**config.mk**
```make
export PLATFORM = sky130hd
export DESIGN_NAME = booth_mul_seq_flat
export DESIGN_NICKNAME = d
export VERILOG_FILES = /design/src/rtl/booth_mul_seq_if.sv /design/src/rtl/booth_mul_seq.sv /design/src/flat_wrapper.sv
export SDC_FILE = /design/constraint.sdc
export NUM_CORES = 1
export LEC_CHECK = 0
export ABC_AREA = 1
export BUFFER_PORTS_ARGS = -buffer_cell sky130_fd_sc_hd__buf_2
export CORE_ASPECT_RATIO = 0.6
export CORE_UTILIZATION = 40
export DETAILED_ROUTE_END_ITERATION = 8
export SLEW_MARGIN = 10
export SYNTH_ARGS = -nofsm -noshare
export SYNTH_HDL_FRONTEND = slang
export SYNTH_SLANG_ARGS = --single-unit
```
**constraint.sdc**
```tcl
create_clock -name clk -period 5.8 [get_ports clk]
set_input_delay 1.16 -clock clk [delete_from_list [all_inputs] [get_ports clk]]
set_output_delay 1.16 -clock clk [all_outputs]
set_load 0.02 [all_outputs]
```
**src/rtl/booth_mul_seq_if.sv**
```systemverilog
// Operand/product handshake bundle for booth_mul_seq.
// The master side presents operands and consumes products; the slave side is the multiplier.
interface booth_mul_seq_if #(
  parameter int unsigned WIDTH = 16
) ();
  logic               in_valid;
  logic               in_ready;
  logic [WIDTH-1:0]   x;
  logic [WIDTH-1:0]   y;
  logic               is_signed;
  logic               out_valid;
  logic               out_ready;
  logic [2*WIDTH-1:0] z;
  logic               busy;

  modport master (
    output in_valid, x, y, is_signed, out_ready,
    input  in_ready, out_valid, z, busy
  );

  modport slave (
    input  in_valid, x, y, is_signed, out_ready,
    output in_ready, out_valid, z, busy
  );
endinterface

```
**src/rtl/booth_mul_seq.sv**
```systemverilog
// Iterative radix-2 Booth multiplier, one Booth step per clock, signed or unsigned operands.
// Operands are widened by one bit so a single signed datapath handles both modes.
module booth_mul_seq #(
  parameter int unsigned WIDTH = 16
) (
  input logic             clk,
  input logic             rst,
  booth_mul_seq_if.slave  bus
);

  localparam int unsigned AW = WIDTH + 2;
  localparam int unsigned QW = WIDTH + 1;
  localparam int unsigned CW = $clog2(WIDTH + 1);

  typedef enum logic [1:0] {StIdle, StRun, StDone} state_e;

  state_e            state_q, state_d;
  logic [AW-1:0]     a_q, a_d, m_q, m_d;
  logic [QW-1:0]     q_q, q_d;
  logic              q1_q, q1_d;
  logic [CW-1:0]     cnt_q, cnt_d;
  logic [2*WIDTH-1:0] z_q, z_d;

  logic [AW-1:0]     sum;
  logic [AW-1:0]     a_step;
  logic [QW-1:0]     q_step;
  logic [AW+QW-1:0]  aq_step;

  // Booth add/subtract followed by arithmetic shift of {A,Q,q_1}
  always_comb begin
    sum = a_q;
    unique case ({q_q[0], q1_q})
      2'b10:   sum = a_q - m_q;
      2'b01:   sum = a_q + m_q;
      default: sum = a_q;
    endcase
    a_step  = {sum[AW-1], sum[AW-1:1]};
    q_step  = {sum[0], q_q[QW-1:1]};
    aq_step = {a_step, q_step};
  end

  always_comb begin
    state_d = state_q;
    a_d     = a_q;
    m_d     = m_q;
    q_d     = q_q;
    q1_d    = q1_q;
    cnt_d   = cnt_q;
    z_d     = z_q;
    unique case (state_q)
      StIdle: begin
        if (bus.in_valid) begin
          m_d     = bus.is_signed ? {{2{bus.x[WIDTH-1]}}, bus.x} : {2'b00, bus.x};
          q_d     = bus.is_signed ? {bus.y[WIDTH-1], bus.y} : {1'b0, bus.y};
          a_d     = '0;
          q1_d    = 1'b0;
          cnt_d   = '0;
          state_d = StRun;
        end
      end
      StRun: begin
        a_d   = a_step;
        q_d   = q_step;
        q1_d  = q_q[0];
        cnt_d = cnt_q + CW'(1);
        if (cnt_q == CW'(WIDTH)) begin
          z_d     = aq_step[2*WIDTH-1:0];
          state_d = StDone;
        end
      end
      StDone: begin
        if (bus.out_ready) state_d = StIdle;
      end
      default: state_d = StIdle;
    endcase
  end

  always_ff @(posedge clk or posedge rst) begin
    if (rst) begin
      state_q <= StIdle;
      a_q     <= '0;
      m_q     <= '0;
      q_q     <= '0;
      q1_q    <= 1'b0;
      cnt_q   <= '0;
      z_q     <= '0;
    end else begin
      state_q <= state_d;
      a_q     <= a_d;
      m_q     <= m_d;
      q_q     <= q_d;
      q1_q    <= q1_d;
      cnt_q   <= cnt_d;
      z_q     <= z_d;
    end
  end

  assign bus.in_ready  = (state_q == StIdle);
  assign bus.out_valid = (state_q == StDone);
  assign bus.busy      = (state_q != StIdle);
  assign bus.z         = z_q;

endmodule
```
**src/flat_wrapper.sv**
```systemverilog
// flat-port wrapper written by rule: the top's interface ports become plain ports
module booth_mul_seq_flat 
#(
  parameter int unsigned WIDTH = 16
)
  (clk, rst, bus_in_valid, bus_x, bus_y, bus_is_signed, bus_out_ready, bus_in_ready, bus_out_valid, bus_z, bus_busy);
  booth_mul_seq_if #(.WIDTH(WIDTH)) bus_i ();
  input logic clk;
  input logic rst;
  input wire logic [$bits(bus_i.in_valid)-1:0] bus_in_valid;
  input wire logic [$bits(bus_i.x)-1:0] bus_x;
  input wire logic [$bits(bus_i.y)-1:0] bus_y;
  input wire logic [$bits(bus_i.is_signed)-1:0] bus_is_signed;
  input wire logic [$bits(bus_i.out_ready)-1:0] bus_out_ready;
  output wire logic [$bits(bus_i.in_ready)-1:0] bus_in_ready;
  output wire logic [$bits(bus_i.out_valid)-1:0] bus_out_valid;
  output wire logic [$bits(bus_i.z)-1:0] bus_z;
  output wire logic [$bits(bus_i.busy)-1:0] bus_busy;
  assign bus_i.in_valid = bus_in_valid;
  assign bus_i.x = bus_x;
  assign bus_i.y = bus_y;
  assign bus_i.is_signed = bus_is_signed;
  assign bus_i.out_ready = bus_out_ready;
  assign bus_in_ready = bus_i.in_ready;
  assign bus_out_valid = bus_i.out_valid;
  assign bus_z = bus_i.z;
  assign bus_busy = bus_i.busy;
  booth_mul_seq #(.WIDTH(WIDTH)) u_core (.clk(clk), .rst(rst), .bus(bus_i));
endmodule
```
==> After elaboration in Yosys (flattened, before gate mapping) <==
Cells that the tools add are included.
{ "totals": {"ff_bits": 93, "output_inout_bits": 35, "input_bits": 37} }
{ "classes": {"n_addsub": 3, "n_eq_ne": 8, "mux": 15, "n_reduce_logical": 7} }
{ "ops": {"columns": ["cell", "count"], "rows": [
  ["18-bit one-hot mux with 2 select lines", 2],
  ["18-bit 2-to-1 mux", 2],
  ["17-bit 2-to-1 mux", 2],
  ["17-bit one-hot mux with 2 select lines", 1],
  ["18-bit adder", 1],
  ["18-bit subtractor", 1],
  ["5-bit one-hot mux with 2 select lines", 1],
  ["2-bit 2-to-1 mux", 3],
  ["2-bit one-hot mux with 3 select lines", 1],
  ["2-bit AND reduction", 3],
  ["5-bit by 1-bit adder with 5-bit output (second input constant)", 1],
  ["5-bit equality test (second input constant)", 1],
  ["5-bit 2-to-1 mux", 1],
  ["2-bit by 1-bit equality test with 1-bit output (second input constant)", 2],
  ["2-bit equality test (second input constant)", 2],
  ["2-bit != test (second input constant)", 2],
  ["2-bit nonzero test", 2],
  ["3-bit AND reduction", 1],
  ["2-bit zero test", 1],
  ["2-bit by 1-bit != test with 1-bit output (second input constant)", 1],
  ["1-bit one-hot mux with 2 select lines", 1],
  ["1-bit 2-to-1 mux", 1]
]} }

==> Logic depth before layout (Yosys ltp) <==
{ "logic_depth": {"ltp_word": 3, "ltp_mapped": 21, "mapped_depth_nobuf": 19} }

==> Worst setup path before layout <==
No wires, ideal clock.
{ "synth_path": {"kind": "register -> register", "start": "register u_core.q_q[0]", "end": "register u_core.a_q[12]", "synth_period_minus_slack_ns": 2.456, "t_required_ns": 5.684, "setup_time_ns": 0.116, "slack_ns": 3.344, "arrival_ns": 2.340, "stages_incl_launch_ff": 19, "n_path_buf": 2, "cell_sequence": "dfrtp_1 > inv_1 > ha_1 > clkbuf_1 > inv_1 > buf_2 > o21ai_0 > xor2_1 > ha_1 > nand2_2 > inv_1 > a21oi_2 > nor2_1 > nor2_1 > nand3b_1 > nand3_1 > nand2_1 > nand2_1 > nand2_1"} }
{ "synth_between": {"elab_chain_len": 3, "word_cells_on_any_way": 4, "classes_between": "eq/ne: 2; mux: 2"} }
{ "synth_rtl": {"columns": ["item", "line", "source"], "rows": [
  ["from (decl)", "booth_mul_seq.sv:19", "logic [QW-1:0] q_q, q_d;"],
  ["from (signal assigned)", "booth_mul_seq.sv:91", "q_q <= q_d;"],
  ["2-bit by 1-bit equality test with 1-bit output / 2-bit equality test (equally long branches)", "booth_mul_seq.sv:32", "unique case ({q_q[0], q1_q})"],
  ["18-bit one-hot mux with 2 select lines (*)", "booth_mul_seq.sv:32", null],
  ["18-bit one-hot mux with 2 select lines (*)", "booth_mul_seq.sv:50", "unique case (state_q)"],
  ["to (signal assigned)", "booth_mul_seq.sv:81", "a_q <= '0;"],
  ["to (signal assigned)", "booth_mul_seq.sv:89", "a_q <= a_d;"],
  ["to (decl)", "booth_mul_seq.sv:18", "logic [AW-1:0] a_q, a_d, m_q, m_d;"]
]} }
Mark *: on every way between the ends. The rest lies on a longest branch, timed or not.
A chain may end at the register's enable or synchronous reset.

==> Worst setup path in the final report <==
{ "layout_path": {"start": "register u_core.q_q[0]", "end": "register u_core.a_q[15]"} }
The elaborated chain is that of the path after synthesis.

==> results.md <==
* Outcome: finished, final reports clean
* First-iteration detailed-routing DRC count at 381
* DRT antenna net count at 0
* Setup TNS at 0 ns
* Final Wtd Congestion at 0.910
* Fin cells at 899
* Num CTS Buffers at 9
* Hold_sp: u_core.bus.z[26]$_DFFE_PP0P_
* Adder-Cell Fraction of Synth Area at 5.46%
* Top Ports at 72
* Worst path arrival time at 3.39 ns
* Final HPWL DP at 9.89 mm
* Unrepaired setup endpoints after global routing: false
* Setup crit start: u_core.q_q[0]$_DFFE_PP0P_
* Register area at 0.00228 mm^2
* Total track usage at 21.4%
* Fill cells at 1237
* Worst hold margin at 0.479 ns
* Tightest Pin Transition at 0.857 ns
* Yosys warning count at 0
* Hold depth at 2
* Synth Flop Type: dfrtp_1
* Initial cell density of the core at 42.0%
* Most frequent cells after synthesis: 215 x nand2_1, 91 x dfrtp_1, 75 x inv_1
* Main combinational cell family by area after synthesis: simple AND/OR/NAND/NOR gates
* Worst Hold Path EP: u_core.bus.z[26]$_DFFE_PP0P_
* CTS max path bufs at 2
* DR vias/cell at 5.12
* Root buffer cell: clkbuf_16
* Vias at 4605
* Yosys top cell area share at 44.0%
* Std-Cell Rows at 31
* I/O Buffers at 71
* Antenna diodes at 0
* Element type at the critical path end: register
* Resized cells post-CTS at 0
* Hold buffer count at CTS at 0
* CTS tree: done
* Synth Area per Inst at 7.74 um^2
* Simple logic cell fraction of the synthesized area at 25.1%
* Final nets at 788
* Fin crit period at 3.16 ns
* Placed cell count at 883
* Part of the cycle the worst path needs at 54.5%
* Slew Limit Fails at 0
* Register area share after synthesis at 44.0%
* Yosys reg bits at 91
* Wire per inst at 15.1 um
* Synth Area in Compound Gates at 13.7%
* Die height at 90.1 um
* Final setup violation count at 0
* Worst setup path class: reg -> reg
* Die width at 149 um
* CTS H-tree lvls at 3
* Synthesized area at 0.00518 mm^2
* Max Clk Rate at 316 MHz
* Ratio of cells with drive above 1 in the final layout at 14.6%
* Hold crit path type: reg -> reg
* Largest net degree at the start of global routing at 87
* Relative slew slack at 42.7%
* EDFF count, synth at 0
* Fin. Hold Viols at 0
* Worst reg-to-reg path cell count at 17
* DIE AREA at 0.0134 mm^2
* Worst Path Max Fanout at 11
* Unique masters post-synth at 39
* Initial antenna violation count at 0
* CTS sink cnt at 91
* R2R Path Start: u_core.q_q[0]$_DFFE_PP0P_
* Max Cap Viol at 0
* Mux contribution to synthesized area at 0.193%
* Core Area at 0.0123 mm^2
* Overflow after GRT at 0
* Syn Nets at 728
* Cells after Synth at 669
* Setup bufs post-CTS at 0
* Worst-Skew Late Latency at 0.34 ns
* Drt total wl at 13.6 mm
* Area leader, netlist: dfrtp_1
* Reg2Reg Capture Point: u_core.a_q[15]$_DFFE_PP0P_
* FF-to-FF setup slack at 2.64 ns
* Startpoint Class: register
* Synth Area in XOR/XNOR at 2.88%
* Area added between synthesis and finish at 13.9%
* Most frequent cell after synthesis: nand2_1
* Vias in the first global route at 4374
* Top cells by area, synth: dfrtp_1 44%, nand2_1 16%, inv_1 5.4%
* WP data required at 6.03 ns
* Multi-input gate area at 0.00245 mm^2
* Final Util at 47.8%
* Remaining DRCs at 0
* First-pass GRT wire length at 22.4 mm
* Reg clk slew, reported paths at 0.07 ns
* Layout Skew at 0.00648 ns
* Pre-Repair DR Iteration Count at 6
* Fraction of registers with async set/reset at 100%
flip-flops by register name, summed over array words and instances (netlist names):
| register | flops |
|---|---|
| u_core.cnt_q | 5 |
| u_core.state_q | 2 |
| u_core.q_q | 17 |
| u_core.q1_q | 1 |
| u_core.bus.z | 32 |
| u_core.m_q | 17 |
| u_core.a_q | 17 |
layout by cell type, fill, tap and decap left out, types with 2 or more instances in the layout:
| cell type | count |
|---|---|
| nor2_4 | 4 |
| inv_2 | 3 |
| o21bai_1 | 2 |
| nor2_1 | 30 |
| o22ai_1 | 22 |
| buf_2 | 71 |
| or2_2 | 3 |
| a21oi_1 | 30 |
| o31ai_1 | 3 |
| nor2_2 | 2 |
| nand4_1 | 9 |
| clkbuf_16 | 9 |
| o21ai_1 | 2 |
| nand3_1 | 39 |
| xor2_1 | 12 |
| nand2_1 | 215 |
| dfrtp_1 | 91 |
| nor3_1 | 3 |
| xnor2_1 | 5 |
| nand2_2 | 3 |
| clkinv_2 | 3 |
| nand3b_1 | 2 |
| ha_1 | 21 |
| inv_1 | 74 |
| a31oi_1 | 3 |
| o21ai_0 | 56 |
critical path: stages, from the launching register on:
cell and delay (ns):
dfrtp_1 0.36, inv_1 0.08, ha_1 0.35, inv_1 0.24, nand2_1 0.14, o21ai_0 0.11, xor2_1 0.30, ha_1 0.35
a21oi_1 0.30, o21ai_0 0.18, inv_1 0.08, nand2_1 0.09, nand2_1 0.15, nand2_1 0.07, nand2_1 0.05, nand3_1 0.06
nand2_1 0.09, nand2_1 0.05
metrics by stage:
| stage | worst slack (ns) | cell area [um^2] |
|---|---|---|
| global placement | 2.62 | 5590 |
| CTS | 2.74 | 5890 |
| finish | 2.64 | 5900 |
| floorplan | 2.28 | 5180 |
| global route | 2.28 | 5900 |
| detailed placement | 2.54 | 5590 |
cell type report:
| class | instances | area share [%] |
|---|---|---|
| clock buffers | 9 | 3.82 |
| multi-input cells | 477 | 41.6 |
| flip-flops and latches | 91 | 38.6 |
| clock inverters | 7 | 1.29 |
| well taps | 165 | 3.50 |
| inverters | 78 | 4.99 |
| repair buffers | 72 | 6.22 |
cells by family after synthesis:
group | Yosys count
mux | 1
compound gates | 126
buf+inv | 101
xor+xnor | 17
fa+ha+maj | 22
flops | 91
simple gates | 311
worst max-delay path by stage:
stage                                       to  slack, ns  cells past startpoint
floorplan            u_core.a_q[0]$_DFFE_PP0P_       2.28                      1
global placement     u_core.a_q[1]$_DFFE_PP0P_       2.62                      6
detailed placement   u_core.a_q[1]$_DFFE_PP0P_       2.54                      6
CTS                 u_core.a_q[15]$_DFFE_PP0P_       2.74                     17
global route        u_core.a_q[15]$_DFFE_PP0P_       2.28                     17
finish              u_core.a_q[15]$_DFFE_PP0P_       2.64                     17
per-layer routing:
| metal | vias up | GRT usage [%] | part of all wire, % |
|---|---|---|---|
| met1 | 2156 | 35.1 | 56 |
| li1 | 2302 | - | - |
| met2 | 136 | 28.5 | 38 |
| met3 | 11 | 3.40 | 5.6 |
| met5 | - | 0 | 0 |
| met4 | 0 | 4.59 | 0.72 |
Power is not shown: default switching activity piles up to over one toggle a cycle in this logic, so the estimate is an artifact.
